--- config.mk ---
export PLATFORM = sky130hd
export DESIGN_NAME = booth_mul_sched
export DESIGN_NICKNAME = d
export VERILOG_FILES = /design/src/rtl/booth_mul_sched.sv
export SDC_FILE = /design/constraint.sdc
export NUM_CORES = 1
export LEC_CHECK = 0
export CORE_AREA = 2 2 84 86
export DETAILED_ROUTE_END_ITERATION = 10
export DIE_AREA = 0 0 86 88
export PLACE_DENSITY = 0.81
export SLEW_MARGIN = 20
export SYNTH_ARGS = -nofsm -noshare
export SYNTH_HDL_FRONTEND = slang
export SYNTH_SLANG_ARGS = --single-unit
--- constraint.sdc ---
create_clock -name clk -period 15.13 [get_ports clk]
set_input_delay 4.539 -clock clk [delete_from_list [all_inputs] [get_ports clk]]
set_output_delay 4.539 -clock clk [all_outputs]
set_load 0.02 [all_outputs]
--- src/rtl/booth_mul_sched.sv ---
// Two-requester radix-4 Booth multiplier: round-robin arbitration in IDLE,
// one Booth digit retired per ITER cycle, and the result held in DONE until taken.
module booth_mul_sched #(
    parameter int N = 8
) (
    input  logic           clk,
    input  logic           rst,
    input  logic           req0_valid,
    output logic           req0_ready,
    input  logic [N-1:0]   req0_a,
    input  logic [N-1:0]   req0_b,
    input  logic           req1_valid,
    output logic           req1_ready,
    input  logic [N-1:0]   req1_a,
    input  logic [N-1:0]   req1_b,
    output logic           res_valid,
    input  logic           res_ready,
    output logic [2*N-1:0] res_p,
    output logic           res_id,
    output logic           busy
);

    localparam int HALF  = N / 2;
    localparam int CNT_W = $clog2(N);
    localparam logic [CNT_W-1:0] LAST_DIGIT = CNT_W'(HALF - 1);

    typedef enum logic [1:0] {
        IDLE,
        ITER,
        DONE
    } state_t;

    state_t state, state_nxt;

    logic                    ptr;
    logic                    grant;
    logic                    accept;
    logic                    id_r;
    logic [CNT_W-1:0]        cnt;
    logic signed [N-1:0]     a_r;
    logic [N-1:0]            b_r;
    logic signed [2*N:0]     acc;

    logic [CNT_W:0]          shamt;
    logic [2:0]              digit;
    logic [N+1:0]            pp_bundle;
    logic signed [2*N:0]     pp_ext;
    logic signed [2*N:0]     neg_ext;
    logic signed [2*N:0]     acc_nxt;
    logic                    acc_msb_unused;

    // Negative digits return the one's complement plus a separate carry bit, so
    // -2a for the most negative a (+2^N) still fits the N+1 bit partial product.
    function automatic logic [N+1:0] booth_pp(input logic [2:0] dig,
                                              input logic signed [N-1:0] a);
        logic signed [N:0] ax;
        logic signed [N:0] pp;
        logic              neg;
        ax  = {a[N-1], a};
        pp  = '0;
        neg = 1'b0;
        case (dig)
            3'b001, 3'b010: pp = ax;
            3'b011:         pp = ax <<< 1;
            3'b100: begin
                pp  = ~(ax <<< 1);
                neg = 1'b1;
            end
            3'b101, 3'b110: begin
                pp  = ~ax;
                neg = 1'b1;
            end
            default:        pp = '0;
        endcase
        return {neg, pp};
    endfunction

    always_ff @(posedge clk) begin
        if (rst) begin
            state <= IDLE;
        end else begin
            state <= state_nxt;
        end
    end

    always_comb begin
        state_nxt  = state;
        req0_ready = 1'b0;
        req1_ready = 1'b0;
        grant      = 1'b0;
        case (state)
            IDLE: begin
                if (!rst) begin
                    if (req0_valid && (!req1_valid || !ptr)) begin
                        req0_ready = 1'b1;
                        grant      = 1'b0;
                        state_nxt  = ITER;
                    end else if (req1_valid) begin
                        req1_ready = 1'b1;
                        grant      = 1'b1;
                        state_nxt  = ITER;
                    end
                end
            end
            ITER: begin
                if (cnt == LAST_DIGIT) begin
                    state_nxt = DONE;
                end
            end
            DONE: begin
                if (res_ready) begin
                    state_nxt = IDLE;
                end
            end
            default: state_nxt = IDLE;
        endcase
    end

    assign accept = req0_ready | req1_ready;

    // Digit i is {b[2i+1], b[2i], b[2i-1]} with an implicit zero below bit 0.
    assign shamt     = {cnt, 1'b0};
    assign digit     = 3'({b_r, 1'b0} >> shamt);
    assign pp_bundle = booth_pp(digit, a_r);
    assign pp_ext    = $signed({{N{pp_bundle[N]}}, pp_bundle[N:0]}) <<< shamt;
    assign neg_ext   = {{(2*N){1'b0}}, pp_bundle[N+1]} << shamt;
    assign acc_nxt   = acc + pp_ext + neg_ext;

    always_ff @(posedge clk) begin
        if (rst) begin
            ptr  <= 1'b0;
            id_r <= 1'b0;
            cnt  <= '0;
            acc  <= '0;
        end else if (accept) begin
            ptr  <= !grant;
            id_r <= grant;
            cnt  <= '0;
            acc  <= '0;
        end else if (state == ITER) begin
            cnt  <= cnt + CNT_W'(1);
            acc  <= acc_nxt;
        end
    end

    always_ff @(posedge clk) begin
        if (accept) begin
            a_r <= grant ? req1_a : req0_a;
            b_r <= grant ? req1_b : req0_b;
        end
    end

    // Result bits are the low 2N of the accumulator; the top bit only guards sums.
    assign acc_msb_unused = acc[2*N];
    assign res_valid      = (state == DONE);
    assign res_p          = res_valid ? acc[2*N-1:0] : '0;
    assign res_id         = res_valid & id_r;
    assign busy           = (state != IDLE);

endmodule

[After elaboration in Yosys (flattened, before gate mapping)]
Index checks and enable logic that the tools add are counted.
W data, S select, Z words.
Operators by class
  shift-type cells: 3
  bitwise operators: 4
  multiplexer cells: 17
  add/subtract/negate cells: 3
  reduce and logical (&&, ||, !) cells: 12
  equal/unequal tests: 12
Operators with widths (number)
  $pmux W9 S4: 1
  $add A17 B17 Y17: 2
  $shl A1 B4 Y17: 1
  $sshl A9 B4 Y17: 1
  $mux W16: 1
  $mux W8: 2
  $eq A3 B2 Y1 const B: 3
  $eq A3 B3 Y1 const B: 3
  $not A8 Y9: 1
  $not A9 Y9: 1
  $shr A9 B4 Y3: 1
  $mux W1: 8
  $mux W2: 4
  $pmux W2 S3: 1
  $reduce_or A2 Y1: 3
  $add A3 B1 Y3 const B: 1
  $eq A3 B1 Y1 const B: 1
  $logic_not A1 Y1: 3
  $ne A3 B3 Y1 const B: 1
  $reduce_and A3 Y1: 1
  $reduce_or A3 Y1: 1
  $eq A2 B1 Y1 const B: 1
  $eq A2 B2 Y1 const B: 1
  $logic_not A2 Y1: 1
  other kinds (7): 7
Word-level totals
  flip-flop bits (word level): 40
  input bits: 37
  output and inout bits: 21

[Longest topological paths before layout]
Gate-level depths: netlist of the first run.
  word-level depth: 8
  mapped depth: 20
  depth with buffers taken out: 17

[Least setup slack after synthesis of the first run]
Ideal clock, no wire load.
  path kind: input port to output port
  start point: input rst
  end point: output req1_ready
  stages: 4
  path slack: 5134 ps
  path buffers: 1
  required time: 10591 ps
  arrival time: 5457 ps
  path through: nor2_1 > nand3_1 > clkinv_1 > clkbuf_1
Between the ends
  cells in the longest elaborated chain, start to end: 2
Ends and longest elaborated chain
  from (decl): line 7  | input logic rst,
  $mux W1: line 93  | if (!rst) begin
  $mux W1: line 91  | case (state)
  to (decl): line 13  | output logic req1_ready,
No other way between the ends.

[Worst setup path in the final report of the first run]
Same ends and word-level chain as after synthesis.

==> results_dict.tcl, run 1 <==
set metrics [dict create \
    row_count 30 \
    leakagePower_uw 0.00183 \
    die_y_um 88 \
    slowest_stage "clkdlybuf4s50_1" \
    reg2reg_from "cnt[2]" \
    boundaryPins 58 \
    reg2reg_depth 14 \
    ant_nets 0 \
    synth_edf_count 16 \
    port_buffers 57 \
    setup_viol 0 \
    ys_types 64 \
    rsz0062_at_grt "false" \
    r2r_setup_slack_ps 9620 \
    min_to "id_r" \
    crit_cells 5 \
    grt_pass1_wl_mm 14.1 \
    relSlewSlack_pct 32.7 \
    final.setup_skew_ps 13.0 \
    clockBufferDepth 2 \
    syn_inst 448 \
    drive_gt1_share_pct 5.85 \
    root_buffer "clkbuf_8" \
    grt_pass1_vias 3219 \
    async_flop_share_pct 0 \
    drv_slew 0 \
    fin_nets 564 \
    required_ps 10590 \
    p_per_area_mw_per_mm2 81.0 \
    cp_cell_sequence "clkdlybuf4s50_1 > nor2_1 > nand3_1 > clkinv_1 > clkdlybuf4s50_1" \
    track_usage_pct 23.1 \
    gp_congestion 0.905 \
    status "finished clean" \
    vias_per_cell 5.89 \
    post-route-min-period_ps 11380 \
    critPathBufInv 3 \
    fin_setup_tns_ps 0 \
    grt_max_degree 29 \
    insertion_delay_ps 300 \
    drc 0 \
    layout_commonest_cell "nand2_1" \
    maxCapViolations 0 \
    hold_violations 0 \
    yosys_warnings 0 \
    synth_area_mm2 0.00361 \
    synth_ff_type "dfxtp_1" \
    core-area_mm2 0.00664 \
    r2r_end "acc[15]" \
    critPathMaxStageDelay_ps 680 \
    hpwlAfterDp_mm 6.55 \
    antennaDiodeCount 0 \
    cp_max_fo 19 \
    hold_start "id_r" \
    cpMostUsedCell "clkdlybuf4s50_1" \
    path_class "in -> out" \
    path_delay_family "buffers and inverters" \
    worst-endpoint-arrival_ps 6840 \
    wl_mm 8.26 \
    clock-sinks 39 \
    worstMarginPinSlew_ps 996 \
    nFillCells 578 \
    layout_common_cells "86 x nand2_1, 57 x clkdlybuf4s50_1, 32 x nor2_1" \
    ir_drop_mv 0.0471 \
    cts_max_level 2 \
    start_util_pct 54.3 \
    num_vias 3395 \
    start_kind "primary input" \
    ys_ff_latch 39 \
    cts_hold_buf 0 \
    power_uw 348 \
    cts-buffers-inserted 5 \
    holdPathStages 2 \
    area_growth_pct 18.9 \
    max_freq_mhz 87.8 \
    cts_resized 0 \
    placed_cell_area_mm2 0.00420 \
    post-route-period-util_pct 75.2 \
    die_x_um 86 \
    wl_per_cell_um 14.3 \
    syn_area_per_cell_um2 8.05 \
    placed_cells 568 \
    dieArea_mm2 0.00757 \
    hp-class "reg -> reg" \
    first_pass_iters 4 \
    cp-end-kind "output port" \
    overflow 0 \
    seq_area_frac_synth_pct 26.1 \
    drtIter0Drc 187 \
    postCtsSetupRepairBufs 0 \
    layout.cells.non_filler 576 \
    antenna_found_initial 0 \
    path_clk_slew_ps 80 \
    fin_area_mm2 0.00429 \
    cts_tree "built" \
]
[power breakdown]
part / leakage, uW / total (uW) / switching, uW / internal [uW]
clock: 0.0000412 / 72.9 / 40.6 / 32.3
combinational: 0.00145 / 150 / 82.3 / 67.8
sequential: 0.000337 / 125 / 6.83 / 118
total: 0.00183 / 348 / 130 / 218
[cell usage after synthesis (all sizes together), types with 2 or more instances]
library cell	number	area (um2)
o31ai	4	30.0
and2	18	113
mux2i	13	130
a21boi	2	15.0
nor3	6	30.0
xnor2	7	61.3
mux2	2	22.5
o21a	3	22.5
or3	2	12.5
a2111oi	3	26.3
a31oi	6	37.5
ha	23	288
a221o	4	40.0
conb	2	7.51
nor2b	5	31.3
a21o	8	60.1
o221ai	3	26.3
clkbuf	19	71.3
mux4	3	67.6
nor4	2	12.5
nand2	86	323
a211oi	15	118
nor2	32	120
a211o	3	26.3
buf	4	41.3
dfxtp	23	460
nand4	3	18.8
a21oi	26	130
o21ai	7	35.0
o211ai	3	22.5
nor4bb	2	20.0
nand2b	6	37.5
a311oi	2	17.5
nand3	11	55.1
a31o	2	17.5
and3	6	37.5
inv	24	90.1
or2	8	52.6
xor2	4	35.0
or4	3	26.3
clkinv	3	11.3
edfxtp	16	480
fa	9	180
[state kept, by name, summed over array words and instances, names as in the netlist]
signal and cells:
a_r 8, acc 16, b_r 8, cnt 3
id_r 1, ptr 1, state 2
[metal layers]
layer / track usage [%] / share of wire (%) / up-vias
li1: - / - / 1686
met1: 27.2 / 42 / 1583
met2: 40.5 / 50 / 103
met3: 3.77 / 4.9 / 23
met4: 12.0 / 3.3 / 0
met5: 0 / 0 / -
[through the flow]
| stage | worst slack (ps) | utilization (%) | hold WS (ps) |
|---|---|---|---|
| after global placement | 3820 | 63.3 | 450 |
| after detailed placement | 3730 | 63.3 | 454 |
| after global routing | 3560 | 64.6 | 496 |
| after CTS | 3720 | 64.5 | 465 |
| final | 3750 | 64.6 | 461 |
| after floorplan | 5130 | - | 431 |
[worst reg2reg max path, stage by stage (launching register included)]
cell and delay [ps]:
dfxtp_1 810, nor4bb_1 950, or2_4 330, a211oi_1 200
mux4_2 520, or2_1 250, fa_1 500, inv_1 40
ha_1 230, or3_1 390, o211ai_1 250, a31oi_1 180
a31oi_1 240, mux2i_1 320, mux2i_1 230
[cell type report]
cell class / instances / area [um2] / area share (%)
timing repair buffer: 61 / 601 / 14.0
multi-input combinational: 361 / 2460 / 57.4
inverter: 27 / 101 / 2.36
clock inverter: 2 / 12.5 / 0.292
clock buffer: 6 / 72.6 / 1.69
sequential: 39 / 941 / 21.9
tap: 80 / 100 / 2.33
[worst max path at each step]
stage	from	to
2_1_floorplan	rst	req1_ready
3_3_place_gp	rst	req1_ready
3_5_place_dp	rst	req1_ready
4_1_cts	rst	req1_ready
5_1_grt	rst	req1_ready
6_report	rst	req1_ready
[cell families (layout without fill, tap and decap cells)]
logic type,Yosys count,in the layout,synth area share (%)
flops,39,39,26.1
mux,18,18,6.10
buf+inv,50,96,5.93
simple gates,192,192,25.1
xor+xnor,11,11,2.67
compound gates,104,104,21.0
fa+ha+maj,32,32,13.0
other cells,2,4,0.208
Note: power is estimated with default switching activity, not from simulation.
==> inputs of run 2 (changes only) <==
--- a/config.mk
+++ b/config.mk
@@ -5,10 +5,10 @@
 export SDC_FILE = /design/constraint.sdc
 export NUM_CORES = 1
 export LEC_CHECK = 0
-export CORE_AREA = 2 2 84 86
+export CORE_AREA = 2 2 88 90
 export DETAILED_ROUTE_END_ITERATION = 10
-export DIE_AREA = 0 0 86 88
-export PLACE_DENSITY = 0.81
+export DIE_AREA = 0 0 90 92
+export PLACE_DENSITY = 0.77
 export SLEW_MARGIN = 20
 export SYNTH_ARGS = -nofsm -noshare
 export SYNTH_HDL_FRONTEND = slang
==> constraint.sdc (replaced) <==
create_clock -name clk -period 9.7 [get_ports clk]
set_input_delay 2.91 -clock clk [delete_from_list [all_inputs] [get_ports clk]]
set_output_delay 2.91 -clock clk [all_outputs]
set_load 0.02 [all_outputs]
==> run 2 against run 1 <==
Via count is 0.56% lower. Flip-flop and latch count stayed put. Design area is 1.3% higher. Largest cell class unchanged. Non-clock buffer count stayed put. Final cell count is 3.8% higher. Hold slack worse by 3.9 ps. Register-to-register slack worse by 5400 ps. Utilization is 6.2 points lower. Largest power group unchanged. Sequential power is 55% higher. Combinational power is 56% higher.
==> results_dict.tcl, run 2 (same netlist as run 1, synthesis figures left out) <==
set metrics [dict create \
    port_buffers 57 \
    path_class "in -> out" \
    cp_max_fo 17 \
    drtIter0Drc 177 \
    cts_max_level 2 \
    cts_resized 0 \
    ant_nets 0 \
    required_ps 6790 \
    cts_tree "built" \
    first_pass_iters 4 \
    hp-class "reg -> reg" \
    fin_area_mm2 0.00435 \
    layout_commonest_cell "nand2_1" \
    grt_pass1_wl_mm 13.9 \
    overflow 0 \
    dieArea_mm2 0.00828 \
    antennaDiodeCount 0 \
    post-route-period-util_pct 78.4 \
    placed_cells 590 \
    cts-buffers-inserted 5 \
    p_per_area_mw_per_mm2 130 \
    drv_slew 0 \
    start_util_pct 48.4 \
    clock-sinks 39 \
    track_usage_pct 20.5 \
    relSlewSlack_pct 36.6 \
    cts_hold_buf 0 \
    postCtsSetupRepairBufs 0 \
    status "finished clean" \
    wl_mm 8.50 \
    worst-endpoint-arrival_ps 4700 \
    start_kind "primary input" \
    setup_viol 0 \
    regMostFlops "acc" \
    post-route-min-period_ps 7610 \
    path_clk_slew_ps 80 \
    placed_cell_area_mm2 0.00423 \
    rsz0062_at_grt "false" \
    root_buffer "clkbuf_8" \
    boundaryPins 58 \
    hpwlAfterDp_mm 6.49 \
    fin_nets 564 \
    max_freq_mhz 131 \
    drive_gt1_share_pct 6.05 \
    core-area_mm2 0.00745 \
    largest_reg_flops 16 \
    antenna_found_initial 0 \
    nFillCells 708 \
    clockBufferDepth 2 \
    fin_setup_tns_ps 0 \
    die_x_um 90 \
    layout_common_cells "86 x nand2_1, 57 x clkdlybuf4s50_1, 32 x nor2_1" \
    die_y_um 92 \
    worstMarginPinSlew_ps 939 \
    insertion_delay_ps 310 \
    vias_per_cell 5.65 \
    row_count 32 \
    cp-end-kind "output port" \
    maxCapViolations 0 \
    num_vias 3376 \
    r2r_setup_slack_ps 4220 \
    leakagePower_uw 0.00184 \
    area_growth_pct 20.5 \
    wl_per_cell_um 14.2 \
    grt_max_degree 29 \
    gp_congestion 0.916 \
    hold_violations 0 \
    reg_top3 "acc (16), a_r (8), b_r (8)" \
    drc 0 \
    grt_pass1_vias 3076 \
    ir_drop_mv 0.0510 \
    final.setup_skew_ps 5.73 \
    layout.cells.non_filler 598 \
]
## run 2: changes by cell type in the layout (fill, tap and decap cells not counted), sizes merged
| cell | previous run | this run |
|---|---|---|
| clkbuf | 6 | 7 |
| clkinvlp | 1 | 0 |
## run 2: stage by stage
step	worst slack, ps	hold WS [ps]	total power (uW)	util, %
6_report	2090	457	565	58.4
2_1_floorplan	2960	431	374	-
3_3_place_gp	2170	454	423	56.8
3_5_place_dp	2090	453	429	56.8
4_1_cts	2080	463	564	58.3
5_1_grt	1980	498	603	58.4
## run 2: area by class of cell
type                            count  area [um2]  share of cell area, %
Multi-Input combinational cell    361        2460                   56.7
Tap cell                          102         128                   2.94
Inverter                           27         101                   2.33
Timing Repair Buffer               61         601                   13.8
Sequential cell                    39         941                   21.7
Clock buffer                        7         108                   2.48
Clock inverter                      1        5.00                  0.115
## run 2: critical path, cell delays in order
cell and delay, ps:
clkdlybuf4s50_1 550, nor2_1 90, nand3_1 120, clkinv_1 360, clkdlybuf4s50_1 670
## run 2: layer usage
metal  routed length (um)  global-route usage, %  up-vias
met5                    0                      0        -
met4                  214                   7.82        0
met3                  457                   3.53       24
met2                 4080                   36.6      108
met1                 3750                   24.5     1559
li1                     -                      -     1685
## run 2: report_power, final
| part | internal [uW] | switching, uW |
|---|---|---|
| clock | 73.0 | 63.8 |
| sequential | 184 | 10.5 |
| combinational | 105 | 129 |
| total | 362 | 203 |
## run 2: worst paths after layout
kind | from | endpoint | cells past startpoint
hold / removal | id_r | id_r | 2
setup reg to reg | cnt[2] | acc[15] | 14
setup / recovery | rst | req1_ready | 5
hold reg to reg | id_r | id_r | 2
==> inputs of run 3 (changes only) <==
==> constraint.sdc (replaced) <==
create_clock -name clk -period 6.15 [get_ports clk]
set_input_delay 1.845 -clock clk [delete_from_list [all_inputs] [get_ports clk]]
set_output_delay 1.845 -clock clk [all_outputs]
set_load 0.02 [all_outputs]
==> run 3 against run 2 <==
Critical path depth increased by 11. Non-clock buffer count is 4 higher. Worst setup slack lost 1200 ps. Utilization rose by 0.084 points. Power grew 52%. Clock-buffer cell count fell by 2. Die area unchanged. Via count is 0.47% lower. Sequential share of layout area barely moved. Global-route usage increased by 0.85 points. First-iteration DRC count up 25%. Largest power group unchanged. Highest routed layer unchanged.
==> results_dict.tcl, run 3 (same netlist as run 1, synthesis figures left out) <==
set metrics [dict create \
    status "finished clean" \
    die_x_um 90 \
    r2r_setup_slack_ps 910 \
    final.setup_skew_ps 8.89 \
    hp-class "reg -> reg" \
    fin_nets 568 \
    die_y_um 92 \
    required_ps 6390 \
    cts-buffers-inserted 5 \
    clockBufferDepth 2 \
    min_to "id_r" \
    pwr-share-seq_pct 35.7 \
    hpwlAfterDp_mm 6.78 \
    setup_viol 0 \
    layout_commonest_cell "nand2_1" \
    leakagePower_uw 0.00185 \
    post-route-period-util_pct 85.2 \
    dpl_worst_slack_ps 935 \
    fin_area_mm2 0.00435 \
    track_usage_pct 21.3 \
    vias_per_cell 5.58 \
    cts_tree "built" \
    clock-sinks 39 \
    cp_max_fo 11 \
    hold_start "id_r" \
    cts_hold_buf 0 \
    wl_mm 8.68 \
    ir_drop_mv 0.126 \
    drv_slew 0 \
    insertion_delay_ps 300 \
    reg2reg_from "cnt[1]" \
    path_clk_slew_ps 90 \
    reg_top3 "acc (16), a_r (8), b_r (8)" \
    area_growth_pct 20.6 \
    grt_pass1_wl_mm 14.5 \
    grt_pass1_vias 3063 \
    drc 0 \
    boundaryPins 58 \
    drtIter0Drc 222 \
    placed_cell_area_mm2 0.00426 \
    postCtsSetupRepairBufs 0 \
    cts_max_level 2 \
    top_usage_layer "met2" \
    switching_share_pct 37.6 \
    worst-endpoint-arrival_ps 5480 \
    gp_congestion 0.918 \
    start_kind "register" \
    relSlewSlack_pct 48.3 \
    dieArea_mm2 0.00828 \
    power_switching_uw 324 \
    holdPathStages 2 \
    core-area_mm2 0.00745 \
    combinationalPowerShare_pct 42.8 \
    placed_cells 594 \
    root_buffer "clkbuf_8" \
    grtUsageMet2_pct 37.2 \
    worstMarginPinSlew_ps 774 \
    drive_gt1_share_pct 6.80 \
    finalWorstSetupSlack_ps 913 \
    max_freq_mhz 191 \
    rsz0062_at_grt "false" \
    cts_resized 0 \
    overflow 0 \
    start_util_pct 48.4 \
    maxCapViolations 0 \
    pwr-share-clk_pct 21.5 \
    port_buffers 57 \
    cp-end-kind "register" \
    row_count 32 \
    reg2reg_depth 16 \
    regMostFlops "acc" \
    antennaDiodeCount 0 \
    p_per_area_mw_per_mm2 198 \
    layout_common_cells "86 x nand2_1, 57 x clkdlybuf4s50_1, 32 x nor2_1" \
    layout.cells.non_filler 602 \
    fin_setup_tns_ps 0 \
    p_int_uw 537 \
    first_pass_iters 4 \
    use_met3_pct 2.22 \
    path_class "reg -> reg" \
    num_vias 3360 \
    largest_reg_flops 16 \
    grt_max_degree 28 \
    hold_violations 0 \
    wl_per_cell_um 14.4 \
    ant_nets 0 \
    gr-usage-met1_pct 27.8 \
    antenna_found_initial 0 \
    r2r_end "acc[15]" \
    post-route-min-period_ps 5240 \
]
-- run 3: changes by cell type in the layout (fill, tap and decap cells not counted), sizes merged --
cell / delta
clkinvlp: +2
buf: +4
clkbuf: -2
-- run 3: final cells by class --
type | instances | area [um2]
clock buffers | 5 | 68.8
clock inverters | 3 | 20.0
fillers | 692 | 3100
inverters | 27 | 101
multi-input cells | 361 | 2460
flip-flops and latches | 39 | 941
well taps | 102 | 128
repair buffers | 65 | 631
-- run 3: stage by stage --
step / utilization [%] / hold slack (ps) / power (uW)
after global routing: 58.4 / 495 / 923
final: 58.4 / 463 / 861
after detailed placement: 57.2 / 455 / 679
after floorplan: - / 431 / 590
after CTS: 58.4 / 467 / 863
after global placement: 57.2 / 451 / 670
-- run 3: power groups by stage --
stage          sequential, uW  clock [uW]  combinational, uW
2_1_floorplan             305           0                285
3_3_place_gp              312           0                358
3_5_place_dp              313           0                366
4_1_cts                   307         188                368
5_1_grt                   310         196                417
6_report                  307         185                369
-- run 3: layer usage --
| layer | wire, um | share of wire [%] | vias up |
|---|---|---|---|
| met4 | 164 | 1.9 | 0 |
| met1 | 3830 | 44 | 1528 |
| met3 | 457 | 5.3 | 13 |
| met5 | 0 | 0 | - |
| li1 | - | - | 1700 |
| met2 | 4230 | 49 | 119 |
-- run 3: worst max-delay path, stage by stage (launching register included) --
cell and delay (ps):
dfxtp_1 550, mux4_2 500, or4_4 600, o2111ai_4 110, or2_4 240, a211oi_1 150
mux4_2 480, or2_1 240, fa_1 510, inv_1 40, ha_1 230, or3_1 410
o211ai_1 250, a31oi_1 170, a31oi_1 240, mux2i_1 240, mux2i_1 200
-- run 3: worst max-delay path by stage --
stage                      start    endpoint  slack [ps]  cells past startpoint
after CTS                 cnt[1]     acc[15]         920                     16
after global placement       rst  req1_ready        1030                      5
after floorplan           cnt[0]     acc[15]        1220                     19
final                     cnt[1]     acc[15]         910                     16
after detailed placement  cnt[0]     acc[15]         940                     16
after global routing      cnt[2]     acc[14]         610                     17
